$ cat src/rtl/param_fifo.sv
// Single-clock parameterised FIFO with flags.
// Supports registered-read and first-word-fall-through output modes.
module param_fifo #(
  parameter int DATA_BITS = 8,
  parameter int DEPTH     = 32,
  parameter int FWFT      = 0,
  parameter int AF_LEVEL  = 28,
  parameter int AE_LEVEL  = 4
) (
  input  logic                   clk,
  input  logic                   reset,
  input  logic                   write_en,
  input  logic                   read_en,
  input  logic                   err_clr,
  input  logic [DATA_BITS-1:0]   data_in,
  output logic [DATA_BITS-1:0]   data_out,
  output logic                   full,
  output logic                   empty,
  output logic                   almost_full,
  output logic                   almost_empty,
  output logic [$clog2(DEPTH):0] count,
  output logic                   overflow,
  output logic                   underflow
);

  localparam int AW = $clog2(DEPTH);
  localparam int CW = AW + 1;

  logic [DATA_BITS-1:0] mem [DEPTH];
  logic [AW-1:0]        wr_ptr;
  logic [AW-1:0]        rd_ptr;
  logic                 push;
  logic                 pop;

  // Flags decode the registered count; gating uses pre-edge state
  always_comb begin
    full         = (count == CW'(DEPTH));
    empty        = (count == '0);
    almost_full  = (count >= CW'(AF_LEVEL));
    almost_empty = (count <= CW'(AE_LEVEL));
    push         = write_en & ~full;
    pop          = read_en & ~empty;
  end

  // Storage write; reset blocks a concurrent push, contents not cleared
  always_ff @(posedge clk) begin
    if (!reset && push)
      mem[wr_ptr] <= data_in;
  end

  // Pointers and occupancy
  always_ff @(posedge clk) begin
    if (reset) begin
      wr_ptr <= '0;
      rd_ptr <= '0;
      count  <= '0;
    end else begin
      if (push)
        wr_ptr <= wr_ptr + AW'(1);
      if (pop)
        rd_ptr <= rd_ptr + AW'(1);
      unique case ({push, pop})
        2'b10:   count <= count + CW'(1);
        2'b01:   count <= count - CW'(1);
        default: count <= count;
      endcase
    end
  end

  // Sticky error flags; a new event wins over err_clr
  always_ff @(posedge clk) begin
    if (reset) begin
      overflow  <= 1'b0;
      underflow <= 1'b0;
    end else begin
      if (write_en && full)
        overflow <= 1'b1;
      else if (err_clr)
        overflow <= 1'b0;
      if (read_en && empty)
        underflow <= 1'b1;
      else if (err_clr)
        underflow <= 1'b0;
    end
  end

  generate
    if (FWFT == 0) begin : g_reg
      logic [DATA_BITS-1:0] dout_q;

      // Head word captured on the edge that accepts a pop
      always_ff @(posedge clk) begin
        if (reset)
          dout_q <= '0;
        else if (pop)
          dout_q <= mem[rd_ptr];
      end

      assign data_out = dout_q;
    end else begin : g_fwft
      assign data_out = empty ? '0 : mem[rd_ptr];
    end
  endgenerate

endmodule

$ cat config.mk
export PLATFORM = sky130hd
export DESIGN_NAME = param_fifo
export DESIGN_NICKNAME = d
export VERILOG_FILES = /design/src/rtl/param_fifo.sv
export SDC_FILE = /design/constraint.sdc
export NUM_CORES = 1
export LEC_CHECK = 0
export ABC_AREA = 1
export CAP_MARGIN = 20
export CORE_MARGIN = 2
export CORE_UTILIZATION = 65
export DETAILED_ROUTE_END_ITERATION = 10
export PLACE_DENSITY = 0.83
export SLEW_MARGIN = 15
export SYNTH_ARGS = -nofsm -noshare
export SYNTH_HDL_FRONTEND = slang
export SYNTH_SLANG_ARGS = --single-unit
$ cat constraint.sdc
create_clock -name clk -period 5.3 [get_ports clk]
set_input_delay 1.06 -clock clk [delete_from_list [all_inputs] [get_ports clk]]
set_output_delay 1.06 -clock clk [all_outputs]
set_load 0.01 [all_outputs]
Yosys cells after proc, flatten, opt, wreduce, memory -nomap -nowiden --
Memory sizes are Yosys's and may differ from the RTL's. A register that Yosys moved wholly into a read port is not among the register bits. Cells that the tools add are included.
Operators by class: add/sub/neg operators 4, $mul 0, div/mod/pow operators 0, magnitude comparators 2, eq/ne operators 3, shifts and indexed selects 0, multiplexer cells 6, bitwise operators 4, reductions and logical operators 8
Operators with widths (number):
- $pmux W6 S2 | 1
- $add A5 B1 Y5 const B | 2
- $add A6 B1 Y6 const B | 1
- $eq A6 B6 Y1 const B | 1
- $ge A6 B5 Y1 const B | 1
- $le A6 B3 Y1 const B | 1
- $logic_not A6 Y1 | 1
- $reduce_bool A2 Y1 | 3
- $sub A6 B1 Y6 const B | 1
- $mux W1 | 5
- $logic_and A1 B1 Y1 | 3
- $and A1 B1 Y1 | 2
- $eq A2 B1 Y1 const B | 1
- $eq A2 B2 Y1 const B | 1
- $not A1 Y1 | 2
- $logic_not A1 Y1 | 1
Word-level totals: register bits after elaboration 18, latch bits 0, memory bits (writable) 256, bits in read-only memories 0, input bits 13, output and inout port bits 20, logic and storage cells 33, memories 1
Memory list:
- mem | words 32, bits a word 8, rd ports 1, clocked after memory_dff 1, write ports 1, RTL line 29 | logic [DATA_BITS-1:0] mem [DEPTH];

Longest topological paths before layout --
Gate-level depths: netlist of run 1.
word-level depth 6, depth in mapped cells 15, depth with buffers taken out 15

Least setup slack after synthesis of run 1 --
Ideal clock, no wire load.
kind in2reg, from input port read_en, to register count[4], library setup time 115 ps, data arrival time 2453 ps, data required time 5185 ps, slack 2731 ps, cell stages on the path 9, buffers on the path 0, path through nand2_1 -> inv_2 -> ha_1 -> inv_1 -> fa_1 -> o21ai_0 -> xor2_1 -> o21ai_0 -> inv_1
On the way: word-level cells in the longest chain between the ends 3, elaborated cells between the ends (all ways) 5, classes of those cells eq/ne (2); mux (1); bitwise (1); reduce/logical (1)
Ends and longest elaborated chain:
- start: declaration | RTL line 13 | input logic read_en,
- $and A1 B1 Y1 * | RTL line 42 | pop = read_en & ~empty;
- net pop | RTL line 33 | logic pop;
- $eq A2 B1 Y1 or $eq A2 B2 Y1 (tied branches) | RTL line 62 | unique case ({push, pop})
- $pmux W6 S2 or $reduce_bool A2 Y1 (tied branches)
- end signal: assignment | RTL line 63 | 2'b10: count <= count + CW'(1);
- end signal: assignment | RTL line 64 | 2'b01: count <= count - CW'(1);
- end signal: assignment | RTL line 65 | default: count <= count;
- end: declaration | RTL line 21 | output logic [$clog2(DEPTH):0] count,
The timed path passes the listed nets; every way through them passes the cells marked *. A chain may end at the register's enable or synchronous reset.

==> results of run 1 <==
[registers in the layout, indices dropped and copies added, names as in the netlist]
signal / flops
data_out: 8
count: 6
mem: 256
underflow: 1
rd_ptr: 5
wr_ptr: 5
overflow: 1
[per-stage QoR]
step | power [uW] | hold WS [ns] | worst slack, ns
after CTS | 6020 | 0.471 | 2.04
after detailed placement | 3950 | 0.462 | 1.65
final | 6060 | 0.472 | 1.99
after global routing | 6290 | 0.499 | 1.70
after global placement | 3930 | 0.451 | 1.72
after floorplan | 3520 | 0.487 | 2.73
[worst min-delay path, stage by stage (launching register included)]
cell and delay, ns:
sky130_fd_sc_hd__dfxtp_1 0.31, sky130_fd_sc_hd__nand2_1 0.06, sky130_fd_sc_hd__a21oi_1 0.05
[power by group]
part / switching (uW) / internal (uW)
logic: 916 / 441
clock network: 814 / 1290
registers: 112 / 2490
total: 1840 / 4220
[synthesized netlist by cell type, drive strengths merged]
library cell,instances,area (sq um)
xor2,4,35.0
nor2,91,342
nand2,371,1390
a31oi,1,6.26
fa,1,20.0
buf,43,233
clkbuf,10,37.5
edfxtp,256,7690
dfxtp,26,521
xnor2,2,17.5
nand4,1,6.26
ha,10,125
a21oi,41,205
a31o,1,8.76
o21ai,22,110
nand3,162,811
nor3,3,15.0
nor3b,1,7.51
inv,135,507
[logic make-up (layout without fill, tap and decap cells)]
| kind of cell | after synthesis | in the layout | synth area share (%) |
|---|---|---|---|
| AND/OR/NAND/NOR | 629 | 629 | 21.3 |
| other | 0 | 1 | 0 |
| XOR/XNOR | 6 | 6 | 0.435 |
| flip-flops | 282 | 282 | 67.9 |
| AO/OA/AOI/OAI | 65 | 65 | 2.73 |
| adder cells (fa/ha/maj) | 11 | 11 | 1.20 |
| buffers and inverters | 188 | 223 | 6.43 |
[cell type report]
type | instances | area (sq um)
Antenna cell | 1 | 2.50
Tap cell | 229 | 287
Inverter | 135 | 508
Clock inverter | 15 | 209
Fill cell | 1172 | 4660
Timing Repair Buffer | 36 | 323
Multi-Input combinational cell | 711 | 3100
Sequential cell | 282 | 8210
Clock buffer | 37 | 786
[layer usage]
metal | up-vias | global-route usage [%] | wire length (microns)
met1 | 3840 | 39.6 | 10700
li1 | 3923 | - | -
met2 | 535 | 46.9 | 13200
met4 | 0 | 14.9 | 1430
met5 | - | 0 | 0
met3 | 106 | 6.09 | 3240
[worst max-delay path by stage]
| stage | startpoint | to | slack [ns] | cells after the start |
|---|---|---|---|---|
| 6_report | rd_ptr[0]$_SDFFE_PP0P_ | data_out[2]$_SDFFE_PP0P_ | 1.99 | 10 |
| 5_1_grt | rd_ptr[0]$_SDFFE_PP0P_ | data_out[2]$_SDFFE_PP0P_ | 1.70 | 10 |
| 4_1_cts | rd_ptr[0]$_SDFFE_PP0P_ | data_out[2]$_SDFFE_PP0P_ | 2.04 | 10 |
| 3_5_place_dp | reset | mem[17][7]$_DFFE_PP_ | 1.65 | 4 |
| 3_3_place_gp | reset | mem[25][4]$_DFFE_PP_ | 1.72 | 4 |
| 2_1_floorplan | read_en | count[4]$_SDFFE_PP0P_ | 2.73 | 9 |
==> results, run 1 <==
- The run finished with clean final reports.
- The commonest non-fill, non-tap cell in the layout is sky130_fd_sc_hd__nand2_1.
- CTS built an H-tree with a depth of 1.
- The initial standard-cell utilization of the core is 66.8%.
- The number of pins with negative max-slew slack in the final report came to 0.
- The row count is 49.
- The count of placed standard cells including taps is 1392.
- Averaged over all synthesized cells, the footprint is 10.2 sq um.
- Counting every net in the synthesized netlist gives 1205.
- Counting every instance in the synthesized netlist gives 1181.
- After routing the design area is 0.0134 sq mm.
- After layout, the minimum clock period comes to 3.31 ns.
- The post-synthesis to final-layout area growth is 11.1%.
- Data on the critical path arrives at its endpoint at approximately 3.7 ns.
- The layout cell share with drive strength beyond 1 is 5.26%.
- The sort of element at the start of the critical path is a register.
- The tool flagged a number of max-cap violations equal to 0.
- For the final database, setup skew stands at 0.0131 ns.
- Counting both buffers and inverters, the worst setup path holds a total of 2.
- Measured along the x axis, the die boundary spans 140 microns.
- The placed wire-length estimate after detailed placement is 16.6 mm.
- The sum of routed wire length over all layers is ~29 mm.
- The delay of the slowest cell on the worst path is 0.93 ns.
- The DRC violation count after routing is 0.
- TritonCTS built the clock tree.
- IR analysis of the VDD net gives a maximum drop of 0.382 mV.
- The total of warnings raised by yosys is 0.
- In this run, CTS created clock tree buffers numbering 28.
- Once the clock tree was built, the resizer swapped 0 gates to a different size.
- The endpoint identified for the worst register-to-register timing path is data_out[2]$_SDFFE_PP0P_.
- The class of the tightest hold or removal check is register to register.
- The total vias in the final route is 8404.
- The number of unique standard cell types used by synthesis is 23.
- For the worst setup path, the data required time is 5.70 ns.
- Cells fill 74.3% of the core in the end.
- The depth of the worst register-to-register path is 10.
- The post-detailed-route count of antenna-violating nets is 0.
- Setup repair after global routing left no endpoint under its margin.
- Once placement finished, the instance area stood at around 0.012 sq mm.
- Buffers placed on the I/O ports in this run total 32.
- The register bit total from synthesis is 282.
- The portion of the clock cycle consumed by the worst path in the final layout is 62.5%.
- The startpoint of the worst-slack reg-to-reg timing path is rd_ptr[0]$_SDFFE_PP0P_.
- After the first detailed-routing iteration, the DRC count stood at between 1000 and 1500.
- In this run the static leakage power is 0.00533 uW.
- Timing would allow up to a little over 300 MHz.
- The quantity of hold-fixing buffers added after cts is 0.
- The initial antenna violation count came to 1.
- The sink count of the clock tree is 282.
- Summing every instance area after synthesis gives 0.0121 sq mm.
- The routed wirelength normalized by instance count is between 15 and 20 microns.
- Setup slack on the worst reg-to-reg path comes out at roughly 2.0 ns.
- The first global-routing pass estimated 44.2 mm of wire.
- Summed over all failing endpoints, the final setup total negative slack is 0 ns.
- The number of nets at the end of the flow is 1218.
- The buffer levels on the longest clock path is 3.
- Global routing used just under 30% of the available tracks across all layers.
- Clock latency on the worst-skew pair, taken at its later pin, is 0.54 ns.
- Entering global routing, the biggest net connects between 80 and 90 pins.
- CTS placed an instance of sky130_fd_sc_hd__clkbuf_16 at the clock tree root.
- The via-per-instance ratio is slightly below 6.
- The worst hold endpoint is data_out[4]$_SDFFE_PP0P_.
- The number of standard cells in the final layout excluding fillers is 1446.
- The residual overflow from global routing is 0.
- The last weighted congestion value of the routability-driven placer is approximately 0.94.
- In this run the most critical hold path is launched from data_out[4]$_SDFFE_PP0P_.
- The library cells used most frequently in the layout, excluding fill and tap cells, are sky130_fd_sc_hd__nand2_1, sky130_fd_sc_hd__edfxtp_1, sky130_fd_sc_hd__nand3_1.
- The number of global-route vias before repair is 8108.
- Pin placement for this block handled 33 I/O pins.
- The first-pass detailed-route iteration total is 6.
- The slowest stage of the critical path belongs to the cell sky130_fd_sc_hd__clkinv_2.
- The worst hold path depth is 2.
- Walking the worst path, the cells encountered are clkinv_2 > buf_4 > nand2_1 > nand3_1 > nand3_1 > nand2_1 > nor2_1 > nand2_1 > nand3_1 > a21oi_1.
- The worst-path maximum fanout is 70.
- The post-CTS setup repair buffer count is 0.
- After clock tree synthesis, the clock-pin slew on the worst setup and hold paths is 0.06 ns.
- Summing the sequential cell areas from Yosys gives 67.9% of the chip area.
- The vertical die dimension is 140 microns.
- The die area is ~0.020 sq mm.
- Measured against its own limit, the worst slew margin works out to a little over a third.
- The number of endpoints with negative hold slack in the final report is 0.
- The area of the placeable core is 0.0181 sq mm.
- Setup violations remaining at the end of the flow were counted as 0.
- Grouping stages by cell kind, the critical path spends the most delay in buffers and inverters.
- The path type of the worst setup path is register to register.
- The slew at the pin with the worst max-slew slack is 0.979 ns.
- The nature of the critical path endpoint is a register.
- The areal power density over the cells is 451 mW/mm^2.
(Power assumes the default switching activity.)
==> run 2, diff against run 1 <==
--- a/config.mk
+++ b/config.mk
@@ -8,9 +8,9 @@
 export ABC_AREA = 1
 export CAP_MARGIN = 20
 export CORE_MARGIN = 2
-export CORE_UTILIZATION = 65
+export CORE_UTILIZATION = 61
 export DETAILED_ROUTE_END_ITERATION = 10
-export PLACE_DENSITY = 0.83
+export PLACE_DENSITY = 0.79
 export SLEW_MARGIN = 15
 export SYNTH_ARGS = -nofsm -noshare
 export SYNTH_HDL_FRONTEND = slang
==> constraint.sdc (replaced) <==
create_clock -name clk -period 3.3 [get_ports clk]
set_input_delay 0.66 -clock clk [delete_from_list [all_inputs] [get_ports clk]]
set_output_delay 0.66 -clock clk [all_outputs]
set_load 0.01 [all_outputs]
==> results, run 2 (synthesis gave the netlist of run 1 again) <==
- The portion of the clock cycle consumed by the worst path in the final layout is 81.3% (+19 points).
- The slew at the pin with the worst max-slew slack is 0.895 ns (-0.0841 ns).
- The total global routing track utilization was 27.3% (-2.3 points).
- The area of the placeable core is 0.0195 sq mm (+7.6%).
- The flip-flop count of the largest register, all copies and words added is 256 (unchanged).
- STA classifies the critical path startpoint as a register.
- The via-per-instance ratio is 5.62 (-3.2%).
- The met3 track utilization from global routing is 4.24% (-1.8 points).
- The final period demand of the worst path was 2.68 ns (-0.631 ns).
- The post-CTS setup repair buffer count is 0 (unchanged).
- The initial standard-cell utilization of the core is 62.1% (-4.7 points).
- The number of nets at the end of the flow came to 1263 (+3.7%).
- The setup path with the least slack is of type register to register.
- The data arrival time at the worst-slack endpoint is 3.10 ns (-0.61 ns).
- The I/O pin total is 33 (unchanged).
- The clock tree from TritonCTS is done.
- The placed wire-length estimate after detailed placement is 17.1 mm (+2.9%).
- The layout cell share with drive strength beyond 1 is 7.95% (+2.7 points).
- The global-route met1 utilization is 37.5% (-2.1 points).
- The count of filler cells inserted in the layout is 1351 (+15%).
- The post-detailed-route count of antenna-violating nets is 0 (unchanged).
- The DRC violation count after routing is 0 (unchanged).
- The layer carrying the most global-route usage is met2.
- The highest clock rate is 373 MHz (+24%).
- The final design instance area without fill is 0.0138 sq mm (+2.6%).
- The buffer levels on the longest clock path is 3 (unchanged).
- mem holds more flip-flops than any other register.
- The nature of the critical path endpoint is a register.
- Setup repair after global routing left no endpoint under its margin.
- The post-synthesis to final-layout area growth is 14.0%.
- The count of input and output buffers is 32 (unchanged).
- The width of the chip came to 145 microns (+3.1%).
- The clock slew at the register clock pins of the worst setup and hold paths is 0.06 ns (about the same).
- The standard cell area after detailed placement was 0.0129 sq mm (+3.6%).
- The final total negative setup slack was 0 ns (unchanged).
- The final core area utilization is 70.8% (-3.5 points).
- The later-pin clock latency in the skew report came to 0.54 ns (about the same).
- The H-tree depth is 1 (unchanged).
- The area of combinational cells with multiple inputs is 0.00310 sq mm (unchanged).
- The sink count of the clock tree came to 282 (unchanged).
- The vertical die dimension is 145 microns (+3.1%).
- The routed wirelength normalized by instance count is 18.5 microns (-6.3%).
- The die area is 0.0210 sq mm (+6.4%).
- The total of endpoints with negative setup slack in the final report is 0 (unchanged).
- The min-delay analysis places its worst path in the category register to register.
- The worst-path maximum fanout is 39 (-44%).
- The largest net degree at the start of global routing came to 74 (-8.6%).
- The row count is 51 (+4.1%).
- The quantity of hold-fixing buffers added after cts is 0 (unchanged).
- The residual overflow from global routing is 0 (unchanged).
- The worst voltage drop across the vdd grid was 0.686 mV (+79%).
- The run finished with clean final reports.
- The area taken by flip-flops and latches was 0.00821 sq mm (unchanged).
- The global-route wire length before repair is 42.4 mm (-3.9%).
- The initial antenna violation count came to 0 (-1).
- The worst slew slack as a fraction of its limit is 40.3% (+5.5 points).
- The total vias in the final route was 8565 (+1.9%).
- The number of diodes was 0 (-1).
- The iteration-0 DRC count of the detailed router is 1196 (+7.7%).
- The global-route met2 utilization is 43.7% (-3.1 points).
- The library cell used most frequently in the layout, excluding fill and tap cells, is sky130_fd_sc_hd__nand2_1.
- The last weighted congestion value of the routability-driven placer is 0.940 (+0.36%).
- The number of gates given a new drive strength after cts is 0 (unchanged).
- In the layout the commonest cells are sky130_fd_sc_hd__nand2_1, sky130_fd_sc_hd__edfxtp_1, sky130_fd_sc_hd__nand3_1.
- The number of global-route vias before repair was 7986 (-1.5%).
- The sum of routed wire length over all layers was 28.2 mm (-1.3%).
- The count of maximum capacitance violations is 0 (unchanged).
- The required time reported for the critical path endpoint came to 3.72 ns (-1.98 ns).
- The first-pass detailed-route iteration total is 6 (unchanged).
- The leakage power is 0.00554 uW (+3.9%).
- The number of pins with negative max-slew slack in the final report is 0 (unchanged).
- The number of CTS-inserted buffers is 27 (-3.6%).
- The areal power density over the cells is 692 mW/mm^2 (+53%).
- The number of endpoints with negative hold slack in the final report came to 0 (unchanged).
- The root buffer cell chosen for the clock tree is sky130_fd_sc_hd__clkbuf_16.
- The setup clock skew after layout is 0.0157 ns (+0.00260 ns).
run 2: where the power goes:
| part | total, uW | switching [uW] | internal, uW | leakage (uW) |
|---|---|---|---|---|
| sequential | 4130 | 130 | 4000 | 0.00252 |
| clock | 3180 | 1290 | 1890 | 0.000447 |
| combinational | 2230 | 1490 | 737 | 0.00257 |
| total | 9530 | 2910 | 6620 | 0.00554 |
run 2: path summary, 6_finish.rpt:
check | from | endpoint | slack, ns | depth (start not counted)
min reg2reg | data_out[7]$_SDFFE_PP0P_ | data_out[7]$_SDFFE_PP0P_ | 0.46 | 2
max reg2reg | rd_ptr[0]$_SDFFE_PP0P_ | data_out[6]$_SDFFE_PP0P_ | 0.62 | 10
min | data_out[7]$_SDFFE_PP0P_ | data_out[7]$_SDFFE_PP0P_ | 0.46 | 2
max | rd_ptr[0]$_SDFFE_PP0P_ | data_out[6]$_SDFFE_PP0P_ | 0.62 | 10
run 2: cell type report:
type | count | share of cell area [%]
flip-flops and latches | 282 | 59.6
well taps | 265 | 2.41
repair buffers | 82 | 5.14
clock inverters | 19 | 1.66
clock buffers | 29 | 4.96
multi-input cells | 711 | 22.5
inverters | 135 | 3.69
run 2: metal layers:
layer | wire (microns) | vias to the layer above
li1 | - | 4006
met1 | 11000 | 3966
met2 | 13100 | 498
met3 | 2970 | 95
met4 | 1190 | 0
met5 | 0 | -
run 2: per-stage QoR:
step / std cells / setup slack (ns) / hold slack (ns) / power (uW)
6_report: 1523 / 0.618 / 0.464 / 9530
5_1_grt: 1523 / 0.486 / 0.497 / 9930
4_1_cts: 1523 / 0.646 / 0.466 / 9520
3_5_place_dp: 1475 / 0.395 / 0.456 / 6380
3_3_place_gp: 1475 / 0.443 / 0.454 / 6330
2_1_floorplan: 1181 / 1.11 / 0.487 / 5650
run 2: critical path, cell delays in order (launching register included):
cell                       delay [ns]
sky130_fd_sc_hd__dfxtp_4         0.59
sky130_fd_sc_hd__clkinv_2        0.58
sky130_fd_sc_hd__buf_4           0.42
sky130_fd_sc_hd__nand2_1         0.08
sky130_fd_sc_hd__nand3_1         0.11
sky130_fd_sc_hd__nand3_1         0.15
sky130_fd_sc_hd__nand2_1         0.06
sky130_fd_sc_hd__nor2_1          0.24
sky130_fd_sc_hd__nand2_1         0.09
sky130_fd_sc_hd__nand3_1         0.13
sky130_fd_sc_hd__a21oi_1         0.08
==> run 3, diff against run 2 <==
==> constraint.sdc (replaced) <==
create_clock -name clk -period 2.6 [get_ports clk]
set_input_delay 0.52 -clock clk [delete_from_list [all_inputs] [get_ports clk]]
set_output_delay 0.52 -clock clk [all_outputs]
set_load 0.01 [all_outputs]
==> results, run 3 (synthesis gave the netlist of run 1 again) <==
- The areal power density over the cells is 857 mW/mm^2 (+24%).
- The register name with the most flops is mem.
- TritonCTS built the clock tree.
- The layout cell share with drive strength beyond 1 is 7.84% (-0.10 points).
- The number of nets at the end of the flow was 1266 (+0.24%).
- The first-pass detailed-route iteration total came to 5 (-1).
- The quantity of hold-fixing buffers added after cts is 0 (unchanged).
- The final core area utilization is 70.7% (about the same).
- The leakage power is 0.00554 uW (+0.14%).
- The highest clock rate is approximately 410 MHz.
- The net switching fraction of the power is 30.5% (-0.060 points).
- The setup clock skew after layout is 0.0205 ns (+0.00477 ns).
- The count of placed standard cells including taps was 1478 (+0.20%).
- The area of the placeable core is 0.0195 sq mm (unchanged).
- The required time reported for the critical path endpoint is 2.08 ns (-1.64 ns).
- The post-synthesis to final-layout area growth is 13.9% (about the same).
- The width of the chip is 145 microns (unchanged).
- The number of standard cells in the final layout excluding fillers is 1527 (+0.26%).
- The clock slew at the register clock pins of the worst setup and hold paths was 0.06 ns (about the same).
- The final period demand of the worst path is between 2 and 2.5 ns.
- The number of global-route vias before repair came to 7734 (-3.2%).
- Setup repair after global routing left no endpoint under its margin.
- The count of maximum capacitance violations is 0 (unchanged).
- The count of input and output buffers came to 32 (unchanged).
- The class of the tightest hold or removal check is register to register.
- The total of endpoints with negative setup slack in the final report is 0 (unchanged).
- The vertical die dimension is 145 microns (unchanged).
- The number of pins with negative max-slew slack in the final report is 0 (unchanged).
- Dividing the final minimum period by the clock period gives between 90% and 100%.
- The sum of routed wire length over all layers is 26.6 mm (-5.9%).
- In the layout the commonest cells are sky130_fd_sc_hd__nand2_1, sky130_fd_sc_hd__edfxtp_1, sky130_fd_sc_hd__nand3_1.
- The run finished with clean final reports.
- The number of gates given a new drive strength after cts is 0 (unchanged).
- The sink count of the clock tree came to 282 (unchanged).
- The total vias in the final route is 8338 (-2.7%).
- STA classifies the critical path startpoint as a register.
- The DRC violation count after routing is 0 (unchanged).
- The post-CTS setup repair buffer count came to 0 (unchanged).
- The internal power contribution was 8200 uW (+24%).
- The residual overflow from global routing is 0 (unchanged).
- The number of endpoints with negative hold slack in the final report is 0 (unchanged).
- The I/O pin total is 33 (unchanged).
- The clock root buffer is sky130_fd_sc_hd__clkbuf_16.
- The post-detailed-route count of antenna-violating nets is 0 (unchanged).
- The worst voltage drop across the vdd grid was 0.819 mV (+19%).
- The global-route wire length before repair is 40.8 mm (-3.9%).
- The share of power burned in registers is 44.0% (+0.7 points).
- The path type of the worst setup path is register to output pin.
- The worst-path maximum fanout came to 5 (-87%).
- The buffer levels on the longest clock path was 3 (unchanged).
- The initial antenna violation count is 0 (unchanged).
- The largest net degree at the start of global routing is 139 (+88%).
- The number of diodes was 0 (unchanged).
- The slew at the pin with the worst max-slew slack was 0.741 ns (-0.154 ns).
- The total global routing track utilization is 25.8% (-1.5 points).
- The flip-flop count of the largest register, all copies and words added is 256 (unchanged).
- The iteration-0 DRC count of the detailed router is 1034 (-14%).
- The later-pin clock latency in the skew report came to 0.53 ns (about the same).
- The last weighted congestion value of the routability-driven placer came to 0.897 (-4.6%).
- The H-tree depth was 1 (unchanged).
- The final total negative setup slack is 0 ns (unchanged).
- The net load switching power is 3600 uW (+23%).
- The routed wirelength normalized by instance count is 17.4 microns (-6.2%).
- The row count is 51 (unchanged).
- The share of total power in the clock network is 31.2% (-2.1 points).
- The commonest non-fill, non-tap cell in the layout is sky130_fd_sc_hd__nand2_1.
- The die area is 0.0210 sq mm (unchanged).
- The worst slew slack as a fraction of its limit is 50.6% (+10 points).
- The worst setup path is captured at an output pin.
- The number of CTS-inserted buffers came to 27 (unchanged).
- The data arrival time at the worst-slack endpoint is 1.90 ns (-1.20 ns).
- The via-per-instance ratio was 5.46 (-2.9%).
- The relative contribution of combinational cells to total power is 24.8% (+1.4 points).
- The placed wire-length estimate after detailed placement was 16.1 mm (-5.5%).
- The initial standard-cell utilization of the core is 62.1% (unchanged).
[run 3: changes by cell type in the layout (fill, tap and decap cells not counted), moves of 3 or more]
cell                        delta
sky130_fd_sc_hd__bufinv_16     -4
sky130_fd_sc_hd__clkinv_2      -3
sky130_fd_sc_hd__clkbuf_1      +7
sky130_fd_sc_hd__clkbuf_8      +4
sky130_fd_sc_hd__buf_12        +3
[run 3: critical path, stage by stage (launching register included)]
cell,delay (ns)
sky130_fd_sc_hd__dfxtp_1,0.36
sky130_fd_sc_hd__nor2_2,0.13
sky130_fd_sc_hd__nand2_1,0.05
sky130_fd_sc_hd__nor2_1,0.13
sky130_fd_sc_hd__nand2_1,0.09
sky130_fd_sc_hd__inv_1,0.08
sky130_fd_sc_hd__clkdlybuf4s50_1,0.53
[run 3: cell type report]
type                            count  area (sq um)
Sequential cell                   282          8210
Tap cell                          265           332
Inverter                          135           508
Fill cell                        1345          5700
Timing Repair Buffer               85           771
Clock inverter                      9          70.1
Clock buffer                       40           764
Multi-Input combinational cell    711          3110
[run 3: power groups by stage]
stage / registers, uW / logic, uW / clock network (uW)
floorplan: 5290 / 1890 / 0
global placement: 5280 / 2820 / 0
detailed placement: 5280 / 2880 / 0
CTS: 5180 / 2910 / 3710
global route: 5200 / 3260 / 3910
finish: 5190 / 2930 / 3680
[run 3: metrics by stage]
stage | total power (uW) | cell area, sq um | hold WS (ns) | setup WS (ns)
after floorplan | 7180 | 12100 | 0.487 | 0.415
after global placement | 8090 | 12900 | 0.455 | 0.0612
after detailed placement | 8150 | 12900 | 0.459 | 0.0229
after CTS | 11800 | 13800 | 0.471 | 0.0910
after global routing | 12400 | 13800 | 0.493 | 0.0188
final | 11800 | 13800 | 0.465 | 0.175
[run 3: layer usage]
layer	vias up	global-route usage (%)	wire length, microns	part of all wire, %
met1	3868	35.7	10900	41
met4	0	9.50	883	3.3
met2	386	41.9	12600	47
met3	71	4.08	2200	8.3
met5	-	0	0	0
li1	4013	-	-	-
[run 3: path summary, 6_finish.rpt]
path | start | endpoint | slack (ns) | cells after the start
min | underflow$_SDFFE_PP0P_ | underflow$_SDFFE_PP0P_ | 0.47 | 2
max reg2reg | count[3]$_SDFFE_PP0P_ | mem[20][2]$_DFFE_PP_ | 0.23 | 10
min reg2reg | underflow$_SDFFE_PP0P_ | underflow$_SDFFE_PP0P_ | 0.47 | 2
max | count[0]$_SDFFE_PP0P_ | empty | 0.18 | 6
